<file path="src/rtl/time_syn_pkg.sv">
// Shared definitions for the time-sync link: preamble codes, frame length,
// frame-type and receiver state encodings.
package time_syn_pkg;

    localparam int          FRAME_LEN  = 8;
    localparam logic [7:0]  TS_PRE     = 8'h66;
    localparam logic [7:0]  STD_PRE    = 8'h88;
    localparam logic [7:0]  RETURN_PRE = 8'h55;

    typedef enum logic [1:0] {
        FT_TS     = 2'd0,
        FT_STD    = 2'd1,
        FT_RETURN = 2'd2,
        FT_NONE   = 2'd3
    } frame_type_t;

    typedef enum logic [1:0] {
        ST_IDLE = 2'd0,
        ST_HEAD = 2'd1,
        ST_BODY = 2'd2,
        ST_DROP = 2'd3
    } rx_state_t;

    function automatic frame_type_t classify_pre(
        input logic [7:0] code,
        input logic [7:0] ts_pre,
        input logic [7:0] std_pre,
        input logic [7:0] ret_pre
    );
        frame_type_t t;
        t = FT_NONE;
        if (code == ts_pre)       t = FT_TS;
        else if (code == std_pre) t = FT_STD;
        else if (code == ret_pre) t = FT_RETURN;
        return t;
    endfunction

endpackage

</file>
<file path="src/rtl/time_syn_rx.sv">
// Time-sync link receiver: parses fixed-length AXIS frames, classifies them by
// preamble and presents the carried time word plus local arrival time.
module time_syn_rx
    import time_syn_pkg::*;
#(
    parameter int          P_FRAME_LEN  = FRAME_LEN,
    parameter logic [7:0]  P_TS_PRE     = TS_PRE,
    parameter logic [7:0]  P_STD_PRE    = STD_PRE,
    parameter logic [7:0]  P_RETURN_PRE = RETURN_PRE
) (
    input  logic        i_clk,
    input  logic        i_rst_n,
    input  logic [63:0] i_local_time,
    input  logic        i_rx_axis_tvalid,
    input  logic [63:0] i_rx_axis_tdata,
    input  logic        i_rx_axis_tlast,
    input  logic [7:0]  i_rx_axis_tkeep,
    input  logic        i_rx_axis_tuser,
    output logic        o_rx_axis_tready,
    output logic        o_recv_ts_valid,
    output logic        o_recv_std_valid,
    output logic        o_recv_return_valid,
    output logic [63:0] o_recv_time,
    output logic [63:0] o_recv_arrive_time,
    output logic        o_frame_err,
    output logic [15:0] o_err_cnt
);

    localparam logic [7:0] LAST_BEAT = 8'(P_FRAME_LEN - 1);

    rx_state_t   r_state, w_state_nxt;
    frame_type_t r_type, w_type;
    logic        r_ready;
    logic [7:0]  r_beat_cnt;
    logic        r_bad;
    logic [63:0] r_time, r_arrive;

    logic        w_rx_en, w_beat_bad;
    logic        w_start, w_time_ld, w_commit, w_err;

    logic        r_ts_vld_p1, r_std_vld_p1, r_ret_vld_p1, r_err_p1;
    logic [63:0] r_recv_time_p1, r_arrive_time_p1;
    logic [15:0] r_err_cnt;

    assign w_rx_en    = i_rx_axis_tvalid & r_ready;
    assign w_beat_bad = i_rx_axis_tuser | (i_rx_axis_tkeep != 8'hff);
    assign w_type     = classify_pre(i_rx_axis_tdata[7:0], P_TS_PRE, P_STD_PRE, P_RETURN_PRE);

    always_ff @(posedge i_clk or negedge i_rst_n) begin
        if (!i_rst_n) begin
            r_state <= ST_IDLE;
            r_ready <= 1'b0;
        end else begin
            r_state <= w_state_nxt;
            r_ready <= 1'b1;
        end
    end

    always_comb begin
        w_state_nxt = r_state;
        w_start     = 1'b0;
        w_time_ld   = 1'b0;
        w_commit    = 1'b0;
        w_err       = 1'b0;
        case (r_state)
            ST_IDLE: w_state_nxt = ST_HEAD;
            ST_HEAD: begin
                if (w_rx_en) begin
                    if (i_rx_axis_tlast) begin
                        w_err = 1'b1;
                    end else if (w_type != FT_NONE) begin
                        w_start     = 1'b1;
                        w_state_nxt = ST_BODY;
                    end else begin
                        w_err       = 1'b1;
                        w_state_nxt = ST_DROP;
                    end
                end
            end
            ST_BODY: begin
                if (w_rx_en) begin
                    w_time_ld = (r_beat_cnt == 8'd1);
                    if (i_rx_axis_tlast) begin
                        w_state_nxt = ST_HEAD;
                        // Only a correctly terminated, clean frame is committed
                        if (r_beat_cnt == LAST_BEAT && !(r_bad | w_beat_bad))
                            w_commit = 1'b1;
                        else
                            w_err = 1'b1;
                    end else if (r_beat_cnt == LAST_BEAT) begin
                        w_err       = 1'b1;
                        w_state_nxt = ST_DROP;
                    end
                end
            end
            ST_DROP: begin
                if (w_rx_en && i_rx_axis_tlast)
                    w_state_nxt = ST_HEAD;
            end
            default: w_state_nxt = ST_IDLE;
        endcase
    end

    always_ff @(posedge i_clk or negedge i_rst_n) begin
        if (!i_rst_n) begin
            r_beat_cnt <= 8'd0;
            r_bad      <= 1'b0;
        end else begin
            if (r_state == ST_IDLE)
                r_beat_cnt <= 8'd0;
            else if (w_rx_en)
                r_beat_cnt <= i_rx_axis_tlast ? 8'd0 : r_beat_cnt + 8'd1;

            if (w_start)
                r_bad <= w_beat_bad;
            else if (r_state == ST_BODY && w_rx_en)
                r_bad <= r_bad | w_beat_bad;
        end
    end

    always_ff @(posedge i_clk) begin
        if (w_start) begin
            r_type   <= w_type;
            r_arrive <= i_local_time;
        end
        if (w_time_ld)
            r_time <= i_rx_axis_tdata;
    end

    // Result stage: registered one cycle after the final-beat handshake
    always_ff @(posedge i_clk or negedge i_rst_n) begin
        if (!i_rst_n) begin
            r_ts_vld_p1      <= 1'b0;
            r_std_vld_p1     <= 1'b0;
            r_ret_vld_p1     <= 1'b0;
            r_recv_time_p1   <= 64'd0;
            r_arrive_time_p1 <= 64'd0;
            r_err_p1         <= 1'b0;
            r_err_cnt        <= 16'd0;
        end else begin
            r_ts_vld_p1  <= w_commit && (r_type == FT_TS);
            r_std_vld_p1 <= w_commit && (r_type == FT_STD);
            r_ret_vld_p1 <= w_commit && (r_type == FT_RETURN);
            if (w_commit) begin
                r_recv_time_p1   <= r_time;
                r_arrive_time_p1 <= r_arrive;
            end
            r_err_p1 <= w_err;
            if (w_err && r_err_cnt != 16'hffff)
                r_err_cnt <= r_err_cnt + 16'd1;
        end
    end

    assign o_rx_axis_tready    = r_ready;
    assign o_recv_ts_valid     = r_ts_vld_p1;
    assign o_recv_std_valid    = r_std_vld_p1;
    assign o_recv_return_valid = r_ret_vld_p1;
    assign o_recv_time         = r_recv_time_p1;
    assign o_recv_arrive_time  = r_arrive_time_p1;
    assign o_frame_err         = r_err_p1;
    assign o_err_cnt           = r_err_cnt;

endmodule
</file>
<file path="config.mk">
export PLATFORM = sky130hd
export DESIGN_NAME = time_syn_rx
export DESIGN_NICKNAME = d
export VERILOG_FILES = /design/src/rtl/time_syn_pkg.sv /design/src/rtl/time_syn_rx.sv
export SDC_FILE = /design/constraint.sdc
export NUM_CORES = 1
export LEC_CHECK = 0
export ABC_CLOCK_PERIOD_IN_PS = 11000
export CAP_MARGIN = 0
export CORE_MARGIN = 10
export CORE_UTILIZATION = 48
export DETAILED_ROUTE_END_ITERATION = 16
export PLACE_DENSITY = 0.8
export SYNTH_ARGS = -nofsm -noshare
export SYNTH_HDL_FRONTEND = slang
export SYNTH_SLANG_ARGS = --single-unit
</file>
<file path="constraint.sdc">
create_clock -name i_clk -period 11 [get_ports i_clk]
set_input_delay 1.1 -clock i_clk [delete_from_list [all_inputs] [get_ports i_clk]]
set_output_delay 1.1 -clock i_clk [all_outputs]
set_load 0.02 [all_outputs]
</file>
Word-level counts from Yosys, hierarchy flattened
Cells that the tools add are included.
{ "classes": {"eq_ne": 18, "reduce_logical": 13, "n_addsub": 2, "mul": 0, "n_div": 0, "n_shift": 0, "n_bitwise": 3, "n_mux": 34, "order_cmp": 0} }
{ "ops": {"columns": ["op", "count"], "rows": [
  ["two-way mux 8 bit", 3],
  ["two-way mux 1 bit", 21],
  ["adder 16 x 1 -> 16 bit, second input constant", 1],
  ["== test 8 x 7 -> 1 bit, second input constant", 2],
  ["two-way mux 2 bit", 8],
  ["!= test 16 bit, second input constant", 1],
  ["!= test 2 bit, second input constant", 5],
  ["adder 8 x 1 -> 8 bit, second input constant", 1],
  ["== test 8 x 1 -> 1 bit, second input constant", 1],
  ["== test 8 x 3 -> 1 bit, second input constant", 1],
  ["== test 8 bit, second input constant", 1],
  ["!= test 8 bit, second input constant", 1],
  ["case mux 2 bit (4 select lines)", 1],
  ["logical AND 1 bit", 7],
  ["== test 2 bit, second input constant", 3],
  ["AND reduction 5 bit", 1],
  ["== test 2 x 1 -> 1 bit, second input constant", 2],
  ["logical NOT 2 bit", 2],
  ["nonzero test 2 bit", 2],
  ["!= test 3 bit, second input constant", 1],
  ["OR 1 bit", 2],
  ["case mux 1 bit (2 select lines)", 1],
  ["AND 1 bit", 1],
  ["logical NOT 1 bit", 1]
]} }
{ "totals": {"out_inout_bits": 149, "latchBits": 0, "romBits": 0, "wordCells": 84, "mem_count": 0, "ramBits": 0, "ff_bits": 290} }

Longest topological paths before layout
{ "depth": {"depth_word": 10, "mapped_depth": 9, "ltp_nobuf": 8} }

Least setup slack after synthesis
OpenSTA, ideal clock, no wires.
{ "synth_path": {"path_kind": "input to register", "startpoint": "in i_rx_axis_tvalid", "endpoint": "reg r_time[0], enable pin", "n_path_buf": 0, "slack_ns": 2.478, "required_time_ns": 10.334, "arrival_time_ns": 7.856, "stages": 2, "setup_ns": 0.666, "path_cell_list": "nand2_1 nor4b_1"} }
{ "synth_between": {"elab_chain_len": 3} }
{ "synth_rtl": {"columns": ["item", "line", "source"], "rows": [
  ["start: declaration", "time_syn_rx.sv:14", "input logic i_rx_axis_tvalid,"],
  ["AND 1 bit", "time_syn_rx.sv:45", "assign w_rx_en = i_rx_axis_tvalid & r_ready;"],
  ["two-way mux 1 bit", "time_syn_rx.sv:81", "if (w_rx_en) begin"],
  ["two-way mux 1 bit", "time_syn_rx.sv:65", "case (r_state)"],
  ["named net w_time_ld", "time_syn_rx.sv:39", "logic w_start, w_time_ld, w_commit, w_err;"],
  ["end signal: assignment", "time_syn_rx.sv:127", "r_time <= i_rx_axis_tdata;"],
  ["end: declaration", "time_syn_rx.sv:36", "logic [63:0] r_time, r_arrive;"]
]} }
The timed path passes the listed nets, and every way through them passes these cells.
A chain may end at the register's enable or synchronous reset.

Worst setup path in the final report
{ "layout_path": {"startpoint": "in i_rx_axis_tkeep[7]", "endpoint": "reg r_recv_time_p1[49], in the netlist o_recv_time[49]"} }
{ "layout_between": {"elab_chain_len": 9} }
{ "layout_rtl": {"columns": ["item", "line", "source"], "rows": [
  ["start: declaration", "time_syn_rx.sv:17", "input logic [7:0] i_rx_axis_tkeep,"],
  ["!= test 8 bit", "time_syn_rx.sv:46", "assign w_beat_bad = i_rx_axis_tuser | (i_rx_axis_tkeep != 8'hff);"],
  ["OR 1 bit", "time_syn_rx.sv:46", null],
  ["OR 1 bit", "time_syn_rx.sv:86", "if (r_beat_cnt == LAST_BEAT && !(r_bad | w_beat_bad))"],
  ["logical NOT 1 bit", "time_syn_rx.sv:86", null],
  ["logical AND 1 bit", "time_syn_rx.sv:86", null],
  ["two-way mux 1 bit", "time_syn_rx.sv:86", null],
  ["two-way mux 1 bit", "time_syn_rx.sv:83", "if (i_rx_axis_tlast) begin"],
  ["two-way mux 1 bit", "time_syn_rx.sv:81", null],
  ["two-way mux 1 bit", "time_syn_rx.sv:65", null],
  ["end signal: assignment", "time_syn_rx.sv:145", "r_recv_time_p1 <= r_time;"],
  ["end: declaration", "time_syn_rx.sv:42", "logic [63:0] r_recv_time_p1, r_arrive_time_p1;"]
]} }
Every way passes these cells.

==> results.md <==
Status:
- The run finished with clean final reports.

Global routing:
- The sum of overflow across all layers after global routing is 0.
- The via count of the first global-routing pass is 6573.
- The largest net degree at the start of global routing is 96.
- The first-pass GRT wire length is 39600 um.
- The total routing usage reported by global routing is 0.178.
- The number of antenna violations at the first check in global routing is 3.

Power:
- Summed over all nets, the switching power comes to 491 uW.
- The share of total power dissipated in the clock network is 0.419.
- The internal power of the cells totals 1.83 mW.
- The portion of total power attributed to combinational logic is 0.076.
- The sequential fraction of design power is 0.505.
- Of the total power, the share spent switching nets is 0.211.
- In this run the power density over the cells is 160 nW/um^2.
- IR analysis of the VDD net gives a maximum drop of 0.000112 V.
- The static leakage is 6.00 nW.

CTS:
- CTS built an H-tree with a depth of 1.
- The number of sinks on the clock net is 290.
- After clock tree synthesis, the clock-pin slew on the worst setup and hold paths is 0.06 ns.
- The number of setup buffers added after CTS is 0.
- Hold repair after CTS inserted 0 buffers.
- For the worst-skew pair, the clock arrives at the later sink with an insertion delay of 0.52 ns.
- TritonCTS built the clock tree.
- The root buffer cell is sky130_fd_sc_hd__clkbuf_16.
- After clock tree synthesis, the repair step resized 0 gates.
- The CTS buffer count is 28.
- The number of buffers on the longest clock path is 3.

Logic synthesis:
- Averaged over all synthesized cells, the footprint is 17.8 um^2.
- In the synthesized netlist, the cells that appear most often are sky130_fd_sc_hd__dfrtp_1, sky130_fd_sc_hd__edfxtp_1, sky130_fd_sc_hd__mux2_2.
- The number of enable-type register cells in the synthesized netlist is 130.
- Yosys instantiated no cell more often than sky130_fd_sc_hd__dfrtp_1.
- Among all flip-flop cells after synthesis, the most frequent one is sky130_fd_sc_hd__dfrtp_1.
- The share of the Yosys chip area taken by registers is 0.759.
- The synthesis warning total is 0.
- After synthesis the cells add up to 10400 um^2.
- The post-synthesis async set-or-reset flop share is 0.552.
- The net count of the mapped netlist is 733.
- The distinct cell type count after synthesis is 44.
- By area the synthesized netlist is led by sky130_fd_sc_hd__dfrtp_1, sky130_fd_sc_hd__edfxtp_1, sky130_fd_sc_hd__mux2_2.
- The count of mapped cells out of synthesis is 585.
- sky130_fd_sc_hd__dfrtp_1 takes more of the synthesized area than any other cell.
- Of the post-synthesis cell area, the dominant cell type holds 0.384.
- The synthesized design contains 290 register bits.

Detailed routing:
- The final layout contains routed wiring with a total length of 25800 um.
- The first TritonRoute pass finished after 4 iterations.
- For this block, the initial DRC count from the detailed router was 350.
- Dividing the detail-routed via count by the number of cells gives 5.18.
- After detailed routing, the number of remaining DRC violations is 0.
- The detail route stage leaves a number of antenna-violating nets equal to 0.
- The via count of the routed design is 6167.
- The wire length per cell after detailed routing is 21.7 um.

STA:
- The final max-slew violation count was 0.
- The number of endpoints with negative hold slack in the final report is 0.
- The worst-margin pin slew is 0.969 ns.
- Setup repair after global routing left no endpoint under its margin.
- Clock skew on the completed layout was measured at 0.0112 ns.
- Headroom to the max-slew limit came out at 0.354.
- Derived from the worst setup path, the maximum achievable clock frequency is 242 MHz.
- The count of endpoints failing setup in the final report is 0.
- The total negative slack for setup checks is 0 ns.
- Across all hold checks on the routed design, the worst slack comes to 0.466 ns.
- Of the available clock period, the critical path in the final layout requires 0.375.
- For the finished layout, the period the worst path requires is 4.13 ns.

Final layout:
- The layout cell share with drive strength beyond 1 is 0.206.
- The number of nets in the finished design is 1040.
- The footprint of the multi-input gates is 2400 um^2.
- Relative to the synthesized area, the layout overhead comes to 39.9%.
- Across the whole layout, storage elements account for 7910 um^2.
- The filler cells instantiated in the layout total 1449.

Worst setup path:
- The maximum fanout encountered on the critical timing path is 55.
- The data required time at the worst endpoint is 11.40 ns.
- The worst setup path is of the input pin to flop kind.
- STA classifies the critical path startpoint as an input pin.
- The arrival time of data at the critical path endpoint is 4.53 ns.
- The type of element capturing the critical path is a flop.

Floorplan:
- The total number of placement rows is 53.
- The chip width is 167 um.
- The initial cell density of the core is 0.492.
- The die footprint is 28000 um^2.
- In this run the count of I/O pins placed on the die edge is 290.
- The region available for standard cell placement spans 21200 um^2.
- The die boundary height is 167 um.

Placed design:
- During placement, the flow inserted port buffers numbering 289.
- After legalization and detailed placement, the total HPWL measured 18100 um.
- The final weighted congestion in routability-driven placement is 0.825.

Min path:
- The class of the tightest hold or removal check is flop to flop.

Flow run:
- Across the run, the number of max-cap violations was 0.
-- per-layer routing --
layer	part of all wire	vias to the layer above	GRT usage
met5	0.0012	-	0
met3	0.096	33	0.0705
met4	0.019	4	0.0435
li1	-	2794	-
met2	0.48	222	0.291
met1	0.40	3114	0.218
-- path summary, 6_finish.rpt --
check	start	end	slack [ns]	depth (start not counted)
setup reg to reg	r_beat_cnt[0]$_DFFE_PN0P_	o_recv_time[49]$_DFFE_PN0P_	7.68	7
min in group asynchronous	i_rst_n	o_recv_time[55]$_DFFE_PN0P_	0.69	1
max in group asynchronous	i_rst_n	r_state[0]$_DFFE_PN0P_	8.88	2
hold / removal	r_type[0]$_DFFE_PP_	o_recv_ts_valid$_DFF_PN0_	0.47	1
setup / recovery	i_rx_axis_tkeep[7]	o_recv_time[49]$_DFFE_PN0P_	6.87	7
hold reg to reg	r_type[0]$_DFFE_PP_	o_recv_ts_valid$_DFF_PN0_	0.47	1
-- power groups by stage --
stage / Clock (mW) / Sequential, mW / Combinational, mW
2_1_floorplan: 0 / 1.21 / 0.0650
3_3_place_gp: 0 / 1.19 / 0.177
3_5_place_dp: 0 / 1.20 / 0.180
4_1_cts: 0.994 / 1.17 / 0.182
5_1_grt: 1.05 / 1.18 / 0.197
6_report: 0.974 / 1.17 / 0.178
-- critical path, cell delays in order --
cell	delay, ns
sky130_fd_sc_hd__clkdlybuf4s50_1	0.46
sky130_fd_sc_hd__nand4_1	0.09
sky130_fd_sc_hd__or4b_2	0.72
sky130_fd_sc_hd__nor4_2	0.34
sky130_fd_sc_hd__buf_4	0.62
sky130_fd_sc_hd__buf_4	0.69
sky130_fd_sc_hd__mux2_2	0.42
-- registers in the layout, summed over array words and instances (netlist names) --
signal and count:
o_recv_arrive_time 64, o_recv_time 64, r_arrive 64, r_time 64, o_err_cnt 16, r_beat_cnt 8
r_state 2, r_type 2, o_frame_err 1, o_recv_return_valid 1, o_recv_std_valid 1, o_recv_ts_valid 1
o_rx_axis_tready 1, r_bad 1
-- layout make-up --
| class | count | share of cell area |
|---|---|---|
| multi-input combinational | 271 | 0.165 |
| clock inverter | 8 | 0.00618 |
| clock buffer | 44 | 0.0593 |
| timing repair buffer | 294 | 0.201 |
| sequential | 290 | 0.543 |
| inverter | 7 | 0.00180 |
| tap | 275 | 0.0236 |
| antenna | 2 | 0.000343 |
-- through the flow --
stage                     worst slack, ns  area, um^2  total power [mW]  utilization  std cells
after detailed placement             6.29       13600              1.38        0.643       1137
after CTS                            6.84       14600              2.35        0.689       1189
after floorplan                      2.48       10400              1.27            -        585
after global placement               6.35       13600              1.37        0.643       1137
final                                6.87       14600              2.33        0.689       1191
after global routing                 6.68       14600              2.42        0.689       1189
-- cell families (layout without fill, tap and decap cells) --
| group | Yosys count | count (layout) | synth area share |
|---|---|---|---|
| adder cells (fa/ha/maj) | 7 | 7 | 0.00841 |
| other | 1 | 3 | 0.000360 |
| flip-flops | 290 | 290 | 0.759 |
| multiplexers | 134 | 134 | 0.145 |
| buffers and inverters | 24 | 353 | 0.0118 |
| XOR/XNOR | 12 | 12 | 0.0101 |
| AND/OR/NAND/NOR | 87 | 87 | 0.0475 |
| AO/OA/AOI/OAI | 30 | 30 | 0.0180 |
-- layout by cell type, fill, tap and decap left out, types with 9 or more instances in the layout --
cell type,n
sky130_fd_sc_hd__clkdlybuf4s50_1,288
sky130_fd_sc_hd__dfrtp_1,160
sky130_fd_sc_hd__mux2_2,130
sky130_fd_sc_hd__edfxtp_1,130
sky130_fd_sc_hd__clkbuf_16,31
sky130_fd_sc_hd__nand3_1,16
sky130_fd_sc_hd__nand2_1,15
sky130_fd_sc_hd__o21ai_0,14
sky130_fd_sc_hd__nor2_1,12
sky130_fd_sc_hd__clkbuf_1,9
Note: power is estimated with default switching activity, not from simulation.
